[src/rtl/alu_seq_p.sv]
`default_nettype none
// ==========================================================================
// alu_seq_p : handshake-driven multi-cycle ALU, registered result and flags.
// Optional multiplier / restoring divider guarded by ALU_MULDIV_EN.  Rev 1.0
// ==========================================================================
module alu_seq_p #(
    parameter int WIDTH = 16,
    parameter int SHW   = $clog2(WIDTH)
) (
    input  logic             wire_clock,
    input  logic             wire_reset,
    input  logic             start,
    input  logic [5:0]       opCode,
    input  logic [WIDTH-1:0] m3,
    input  logic [WIDTH-1:0] m4,
    input  logic [15:0]      FR_in,
    input  logic             useCarry,
    input  logic             dec,
    input  logic [2:0]       flagToShifthAndRot,
    output logic [WIDTH-1:0] m2,
    output logic [15:0]      FR_out,
    output logic             busy,
    output logic             done
);
    localparam logic [5:0] OP_ADD   = 6'b100000;
    localparam logic [5:0] OP_SUB   = 6'b100001;
    localparam logic [5:0] OP_MUL   = 6'b100010;
    localparam logic [5:0] OP_DIV   = 6'b100011;
    localparam logic [5:0] OP_INC   = 6'b100100;
    localparam logic [5:0] OP_MOD   = 6'b100101;
    localparam logic [5:0] OP_CMP   = 6'b010110;
    localparam logic [5:0] OP_AND   = 6'b010010;
    localparam logic [5:0] OP_OR    = 6'b010011;
    localparam logic [5:0] OP_XOR   = 6'b010100;
    localparam logic [5:0] OP_NOT   = 6'b010101;
    localparam logic [5:0] OP_SHIFT = 6'b010000;

    typedef enum logic [1:0] {
        S_IDLE = 2'd0,
        S_MUL  = 2'd1,
        S_DIV  = 2'd2,
        S_FIN  = 2'd3
    } state_t;

    state_t           state_q, state_d;
    logic [5:0]       op_q, op_d;
    logic [WIDTH-1:0] a_q, a_d, b_q, b_d;
    logic [15:0]      fr_q, fr_d;
    logic             usec_q, usec_d, dec_q, dec_d;
    logic [2:0]       mode_q, mode_d;
    logic [WIDTH-1:0] m2_q, m2_d;
    logic [15:0]      fro_q, fro_d;
    logic             done_q, done_d;

    logic [WIDTH-1:0] res_w;
    logic [15:0]      flags_w;
    logic [SHW-1:0]   shamt_w;
    logic [SHW:0]     rot_back_w;
    logic [WIDTH-1:0] fill_l_w, fill_r_w;
    logic [WIDTH:0]   add_w, sub_w;

`ifdef ALU_MULDIV_EN
    logic [2*WIDTH-1:0] prod_q, prod_d;
    logic [WIDTH-1:0]   rem_q, rem_d, quo_q, quo_d;
    logic [SHW-1:0]     cnt_q, cnt_d;
    logic [WIDTH:0]     div_sh_w, div_diff_w;
`endif

    // Result/flag datapath, evaluated from the captured operands in S_FIN
    always_comb begin
        shamt_w    = b_q[SHW-1:0];
        rot_back_w = (SHW+1)'(WIDTH) - {1'b0, shamt_w};
        fill_l_w   = ~({WIDTH{1'b1}} << shamt_w);
        fill_r_w   = ~({WIDTH{1'b1}} >> shamt_w);
        add_w      = {1'b0, a_q} + {1'b0, b_q} + {{WIDTH{1'b0}}, usec_q & fr_q[11]};
        sub_w      = {1'b0, a_q} - {1'b0, b_q} - {{WIDTH{1'b0}}, usec_q & fr_q[11]};
        res_w      = m2_q;
        flags_w    = fr_q;
        case (op_q)
            OP_ADD: begin
                res_w       = add_w[WIDTH-1:0];
                flags_w[11] = add_w[WIDTH];
                flags_w[12] = (add_w[WIDTH-1:0] == '0);
            end
            OP_SUB: begin
                res_w       = sub_w[WIDTH-1:0];
                flags_w[6]  = sub_w[WIDTH];
                flags_w[12] = (sub_w[WIDTH-1:0] == '0);
            end
            OP_INC: res_w = dec_q ? (a_q - 1'b1) : (a_q + 1'b1);
            OP_CMP: begin
                if (a_q == b_q)     flags_w[15:13] = 3'b100;
                else if (a_q < b_q) flags_w[15:13] = 3'b010;
                else                flags_w[15:13] = 3'b001;
            end
            OP_AND: begin res_w = a_q & b_q; flags_w[12] = ((a_q & b_q) == '0); end
            OP_OR:  begin res_w = a_q | b_q; flags_w[12] = ((a_q | b_q) == '0); end
            OP_XOR: begin res_w = a_q ^ b_q; flags_w[12] = ((a_q ^ b_q) == '0); end
            OP_NOT: begin res_w = ~a_q;      flags_w[12] = (~a_q == '0);        end
            OP_SHIFT: begin
                case (mode_q)
                    3'b000:        res_w = a_q << shamt_w;
                    3'b001:        res_w = (a_q << shamt_w) | fill_l_w;
                    3'b010:        res_w = a_q >> shamt_w;
                    3'b011:        res_w = (a_q >> shamt_w) | fill_r_w;
                    3'b100, 3'b101: res_w = (a_q << shamt_w) | (a_q >> rot_back_w);
                    default:       res_w = (a_q >> shamt_w) | (a_q << rot_back_w);
                endcase
            end
`ifdef ALU_MULDIV_EN
            OP_MUL: begin
                res_w       = prod_q[WIDTH-1:0];
                flags_w[10] = (prod_q[2*WIDTH-1:WIDTH] != '0);
                flags_w[12] = (prod_q[WIDTH-1:0] == '0);
            end
            OP_DIV, OP_MOD: begin
                if (b_q == '0) begin
                    res_w      = '0;
                    flags_w[9] = 1'b1;
                end else begin
                    res_w      = (op_q == OP_DIV) ? quo_q : rem_q;
                    flags_w[9] = 1'b0;
                end
                flags_w[12] = (res_w == '0);
            end
`endif
            default: ;
        endcase
    end

    always_comb begin
        state_d = state_q;
        op_d    = op_q;
        a_d     = a_q;
        b_d     = b_q;
        fr_d    = fr_q;
        usec_d  = usec_q;
        dec_d   = dec_q;
        mode_d  = mode_q;
        m2_d    = m2_q;
        fro_d   = fro_q;
        done_d  = 1'b0;
`ifdef ALU_MULDIV_EN
        prod_d     = prod_q;
        rem_d      = rem_q;
        quo_d      = quo_q;
        cnt_d      = cnt_q;
        div_sh_w   = {rem_q, quo_q[WIDTH-1]};
        div_diff_w = div_sh_w - {1'b0, b_q};
`endif
        case (state_q)
            S_IDLE: begin
                if (start) begin
                    op_d    = opCode;
                    a_d     = m3;
                    b_d     = m4;
                    fr_d    = FR_in;
                    usec_d  = useCarry;
                    dec_d   = dec;
                    mode_d  = flagToShifthAndRot;
                    state_d = S_FIN;
`ifdef ALU_MULDIV_EN
                    if (opCode == OP_MUL) begin
                        state_d = S_MUL;
                    end else if ((opCode == OP_DIV || opCode == OP_MOD) && (m4 != '0)) begin
                        state_d = S_DIV;
                        rem_d   = '0;
                        quo_d   = m3;
                        cnt_d   = '0;
                    end
`endif
                end
            end
`ifdef ALU_MULDIV_EN
            S_MUL: begin
                prod_d  = {{WIDTH{1'b0}}, a_q} * {{WIDTH{1'b0}}, b_q};
                state_d = S_FIN;
            end
            // One restoring step per cycle: dividend bits shift in MSB first
            S_DIV: begin
                if (!div_diff_w[WIDTH]) begin
                    rem_d = div_diff_w[WIDTH-1:0];
                    quo_d = {quo_q[WIDTH-2:0], 1'b1};
                end else begin
                    rem_d = div_sh_w[WIDTH-1:0];
                    quo_d = {quo_q[WIDTH-2:0], 1'b0};
                end
                cnt_d = cnt_q + 1'b1;
                if (cnt_q == SHW'(WIDTH-1)) state_d = S_FIN;
            end
`endif
            S_FIN: begin
                m2_d    = res_w;
                fro_d   = flags_w;
                done_d  = 1'b1;
                state_d = S_IDLE;
            end
            default: state_d = S_IDLE;
        endcase
    end

    always_ff @(posedge wire_clock) begin
        if (wire_reset) begin
            state_q <= S_IDLE;
            op_q    <= '0;
            a_q     <= '0;
            b_q     <= '0;
            fr_q    <= '0;
            usec_q  <= 1'b0;
            dec_q   <= 1'b0;
            mode_q  <= '0;
            m2_q    <= '0;
            fro_q   <= '0;
            done_q  <= 1'b0;
`ifdef ALU_MULDIV_EN
            prod_q  <= '0;
            rem_q   <= '0;
            quo_q   <= '0;
            cnt_q   <= '0;
`endif
        end else begin
            state_q <= state_d;
            op_q    <= op_d;
            a_q     <= a_d;
            b_q     <= b_d;
            fr_q    <= fr_d;
            usec_q  <= usec_d;
            dec_q   <= dec_d;
            mode_q  <= mode_d;
            m2_q    <= m2_d;
            fro_q   <= fro_d;
            done_q  <= done_d;
`ifdef ALU_MULDIV_EN
            prod_q  <= prod_d;
            rem_q   <= rem_d;
            quo_q   <= quo_d;
            cnt_q   <= cnt_d;
`endif
        end
    end

    assign m2     = m2_q;
    assign FR_out = fro_q;
    assign busy   = (state_q != S_IDLE);
    assign done   = done_q;

endmodule
`default_nettype wire

[config.mk]
export PLATFORM = sky130hd
export DESIGN_NAME = alu_seq_p
export DESIGN_NICKNAME = d
export VERILOG_FILES = /design/src/rtl/alu_seq_p.sv
export SDC_FILE = /design/constraint.sdc
export NUM_CORES = 1
export LEC_CHECK = 0
export CAP_MARGIN = 20
export CORE_ASPECT_RATIO = 1.2
export CORE_UTILIZATION = 59
export CTS_CLUSTER_SIZE = 14
export DETAILED_ROUTE_END_ITERATION = 10
export DONT_BUFFER_PORTS = 1
export PLACE_DENSITY = 0.75
export SLEW_MARGIN = 10
export SYNTH_ARGS = -nofsm -noshare
export SYNTH_HDL_FRONTEND = slang
export SYNTH_SLANG_ARGS = --single-unit
export TNS_END_PERCENT = 5
[constraint.sdc]
create_clock -name wire_clock -period 8.21 [get_ports wire_clock]
set_input_delay 1.642 -clock wire_clock [delete_from_list [all_inputs] [get_ports wire_clock]]
set_output_delay 1.642 -clock wire_clock [all_outputs]
set_load 0.01 [all_outputs]
* Word-level counts from Yosys, hierarchy flattened
Cells that the tools add are included.
** Word-level totals
- Bits in registers :: 93
- Latch bits :: 0
- Memory bits (writable) :: 0
- ROM bits :: 0
- Bits of input ports :: 62
- Output and inout bits :: 34
- Word-level logic and storage cells :: 77
- Memories kept :: 0
** Cells by class
- Add/sub/neg operators :: 7
- Multipliers :: 0
- Divide/modulo/power cells :: 0
- Magnitude comparators :: 1
- Eq/ne operators :: 16
- Shift-type cells :: 6
- Mux-type cells :: 10
- Bitwise operators :: 12
- Reduce and logical (&&, ||, !) cells :: 14
** Operator list (number)
- $pmux 16 s8 :: 1
- $logic_not 16->1 :: 6
- $or 16x16->16 :: 5
- $pmux 16 s5 :: 1
- $not 16->16 :: 3
- $eq 6x5->1 const B :: 6
- $eq 6x6->1 const B :: 3
- $add 16x16->17 :: 1
- $add 17x1->17 :: 1
- $sub 16x16->17 :: 1
- $sub 17x1->17 :: 1
- $add 16x1->16 const B :: 1
- $and 16x16->16 :: 1
- $eq 16x16->1 :: 1
- $lt 16x16->1 :: 1
- $mux 16 :: 1
- $shl 16x4->16 :: 1
- $shl 16x4->16 const A :: 1
- $shl 16x5->16 :: 1
- $shr 16x4->16 :: 1
- $shr 16x4->16 const A :: 1
- $shr 16x5->16 :: 1
- $sub 16x1->16 const B :: 1
- $xor 16x16->16 :: 1
- 17 further kinds :: 24

* Longest topological paths before layout
- Word-level depth :: 5
- Gate-level depth with buffers :: 15

* Worst setup path after synthesis
No wires, ideal clock.
- Path type :: reg2reg
- From :: register b_q[0]
- To :: register fro_q[11] (netlist: FR_out[11])
- Library setup time :: 0.070 ns
- Arrival :: 3.455 ns
- Setup slack :: 4.685 ns
- Stages on the path, launching flop included :: 15
- Clock period less this slack :: 3.525 ns
- Path through :: dfxtp_1 -> buf_6 -> buf_4 -> buf_6 -> inv_2 -> fa_1 -> fa_1 -> nand2b_1 -> a21oi_1 -> o21bai_1 -> a31o_2 -> o21ai_1 -> a21oi_1 -> or4_1 -> a21oi_1
** On the way
- Word-level cells in the longest chain between the ends :: 3
** Ends and longest elaborated chain
- from (decl) :: line 47 : logic [WIDTH-1:0] a_q, a_d, b_q, b_d;
- from (signal assigned) :: line 207 : b_q <= '0;
- from (signal assigned) :: line 225 : b_q <= b_d;
- $add 16x16->17 :: line 75 : add_w = {1'b0, a_q} + {1'b0, b_q} + {{WIDTH{1'b0}}, usec_q & fr_q[11]};
- $add 17x1->17 :: line 75
- $mux 1 :: line 79 : case (op_q)
- to (signal assigned) :: line 231 : fro_q <= fro_d;
- to (decl) :: line 52 : logic [15:0] fro_q, fro_d;
No other way between the ends.
A chain may end at the register's enable or synchronous reset.

* Final worst setup path
- From :: register b_q[1]
- To :: register m2_q[13] (netlist: m2[13])
** On the way
- Word-level cells in the longest chain between the ends :: 5
- Elaborated cells on any way between the ends :: 19
- Those cells by class :: 5 x add/sub; 6 x shift; 2 x mux; 6 x bitwise
** Ends and longest elaborated chain
- parallel branches: the longest is 4 deep, another holds $sub 16x16->17
- $pmux 16 s8 (*) :: line 79
- to (signal assigned) :: line 230 : m2_q <= m2_d;
- to (decl) :: line 51 : logic [WIDTH-1:0] m2_q, m2_d;
Every way passes the cells marked *.

==> impl_metrics.py <==
metrics = {
    "outcome": {
        "status": "finished, violations left",
        "violations": "design-rule violations",
    },
    "power": {
        "p_int_mw": 0.935,
        "design_power_total_mw": 1.64,
        "switching_share_pct": 42.9,
        "p_clk_share_pct": 27.4,
        "power_frac_seq_pct": 30.5,
        "peakVddDrop_mv": 0.160,
        "power_density_nw_per_um2": 147,
        "power_frac_comb_pct": 42.1,
        "power_switching_mw": 0.703,
        "power_leakage_nw": 4.11,
    },
    "clocking": {
        "clockBufferDepth": 2,
        "cts_tree": "built",
        "numClockSinks": 93,
        "clock_latency_ps": 360,
        "numCtsBuffers": 9,
        "ctsHtreeMaxLevel": 3,
        "cts_resized": 0,
        "postCtsHoldBufs": 0,
        "root_buffer": "clkbuf_16",
        "clkTransAtPathRegs_ps": 80,
        "postCtsSetupBuffers": 0,
    },
    "drt": {
        "wire_per_inst_um": 26.4,
        "num_vias": 11400,
        "drc": 2,
        "ant_nets": 0,
        "drtIter0Drc": 1485,
        "first_pass_iters": 9,
        "wirelength_um": 41600,
        "vias_per_cell": 7.25,
    },
    "logic_synthesis": {
        "synth_top_area_share_pct": 17.3,
        "async_flop_share_pct": 0,
        "synth-seq-cells": 93,
        "synth.avg_cell_area_sq_um": 7.65,
        "ys.flop_type": "dfxtp_1",
        "yosysWarnings": 0,
        "syn-num-nets": 1572,
        "synth_area_sq_um": 10800,
        "synth_enable_flop_cells": 0,
        "syn_inst": 1408,
        "yosysMostFrequentCell": "nand2_1",
        "synth_common_cells": "nand2_1, a21oi_1, nor2_1",
        "synth_cell_types": 95,
        "synthTopCellsByArea": "dfxtp_1, ha_1, mux4_2",
        "synth_top_cell_by_area": "dfxtp_1",
        "seq_area_frac_synth_pct": 17.3,
    },
    "floorplan": {
        "pin_count": 96,
        "die_h_um": 150,
        "start_util_pct": 60.8,
        "coreArea_sq_um": 17700,
        "die_w_um": 125,
        "std_cell_rows": 53,
        "die-area_sq_um": 18800,
    },
    "cells_and_area": {
        "final_nets": 1511,
        "area_growth_pct": 3.75,
        "fin_util_pct": 63.1,
        "drive_above_1_share_pct": 9.62,
    },
    "sta": {
        "timing.clock.skew_ps": 12.7,
        "fmax_mhz": 226,
        "finalCriticalPeriod_ps": 4430,
        "tns_ps": 0,
        "worstMarginPinSlew_ps": 1020,
        "setup_ws_ps": 3780,
        "setup_viol": 0,
        "finalHoldViolations": 0,
        "fin_crit_sh_pct": 54.0,
        "rsz0062_at_grt": "false",
        "drv_slew": 0,
        "max_slew_margin_pct": 31.5,
        "whs_ps": 456,
    },
    "worst_setup_path": {
        "cp_num_buf_inv": 3,
        "critPathSlowestCell": "ha_1",
        "critical_path.cell_chain": "buf_4 > inv_1 > ha_1 > ha_1 > buf_4 > o21ai_0 > o21ai_0 > o21ai_0 > a221oi_1 > nor4_1 > a2111oi_1",
        "end_kind": "register",
        "crit_arrival_ps": 4680,
        "r2r_end": "m2[13]",
        "slowest_delay_ps": 720,
        "start_kind": "register",
        "critPathRequiredTime_ps": 8460,
        "critical_path.top_delay_family": "buffers and inverters",
        "critical_path_class": "reg2reg",
        "r2r-start": "b_q[1]",
        "crit_top_cell": "o21ai_0",
        "reg2reg_depth": 11,
        "r2r_setup_slack_ps": 3780,
        "crit_fanout": 53,
    },
    "worst_hold_path": {
        "hold_depth": 2,
        "hold_class": "reg2reg",
        "hold_start": "fr_q[4]",
        "hold-path-endpoint": "fr_q[4]",
    },
    "placement": {
        "place_ws_ps": 3970,
        "post-dp-hpwl_um": 29800,
        "place_congestion": 1.04,
        "io_buffers": 0,
    },
    "global_route": {
        "grt_max_degree": 81,
        "track_usage_pct": 44.3,
        "antenna_found_initial": 1,
        "grt_pass1_vias": 10700,
        "grt_pass1_wl_um": 63200,
        "grt-ovfl-total": 0,
    },
    "job": {
        "cap_violations": 0,
    },
}
==> worst max path at each step <==
stage                     startpoint          to  slack [ps]  cells past startpoint
after floorplan               b_q[0]  FR_out[11]        4680                     14
after global placement        b_q[1]      m2[13]        4030                     11
after detailed placement      b_q[1]      m2[13]        3970                     11
after CTS                     b_q[1]      m2[13]        3940                     11
after global routing          b_q[1]      m2[13]        3670                     11
final                         b_q[1]      m2[13]        3780                     11
==> power by group through the flow <==
stage	Sequential [mW]	Clock [mW]	Combinational (mW)
CTS	0.499	0.450	0.659
finish	0.499	0.449	0.689
global route	0.503	0.466	0.729
global placement	0.509	0	0.647
detailed placement	0.509	0	0.656
floorplan	0.505	0	0.484
==> worst register-to-register path, stage by stage, from the launching register on <==
cell       delay (ps)
dfxtp_2           320
buf_4             510
inv_1             530
ha_1              370
ha_1              720
buf_4             400
o21ai_0           190
o21ai_0           170
o21ai_0           140
a221oi_1          550
nor4_1            120
a2111oi_1         310
==> final cells by class <==
type	count	area [sq um]
Multi-Input combinational cell	1138	8180
Fill cell	1610	6540
Sequential cell	93	1870
Tap cell	220	275
Timing Repair Buffer	34	268
Inverter	71	267
Clock buffer	9	225
Clock inverter	7	86.3
Antenna cell	1	2.50
==> cells by family after synthesis <==
family                     Yosys count  synth area share (%)
muxes                               96                  13.3
xor gates and xnor gates            38                  3.09
adders and majority gates          102                  12.2
and+or+nand+nor                    475                  20.8
buffers and inverters              177                  6.94
AOI/OAI and AO/OA                  427                  26.4
DFF                                 93                  17.3
==> registers in the layout, indices dropped and copies added (netlist names) <==
register / count
usec_q: 1
a_q: 16
dec_q: 1
fr_q: 16
m2: 16
FR_out: 16
mode_q: 3
op_q: 6
b_q: 16
done: 1
state_q: 1
==> through the flow <==
stage	cell area, sq um	std cells
final	11200	1573
after global routing	11200	1572
after CTS	11200	1572
after detailed placement	10900	1556
after global placement	10800	1555
after floorplan	10800	1408
==> layout by cell type, fill, tap and decap left out, types with 19 or more instances in the layout <==
| cell | instances |
|---|---|
| inv_1 | 69 |
| buf_4 | 33 |
| a21oi_1 | 131 |
| nor3_1 | 25 |
| mux2i_1 | 56 |
| nand2_1 | 191 |
| ha_1 | 97 |
| dfxtp_1 | 91 |
| nand3_1 | 27 |
| nand2b_1 | 21 |
| nand4_1 | 19 |
| o21ai_0 | 76 |
| mux4_2 | 37 |
| nor2_1 | 110 |
| xnor2_1 | 26 |
| a211oi_1 | 28 |
==> layer usage <==
layer	GRT usage, %	share of wire [%]	vias up
met5	0	0	-
met4	30.4	7.8	0
met3	9.26	10	225
met2	73.2	46	771
met1	52.0	36	5360
li1	-	-	5055
(Power assumes the default switching activity.)
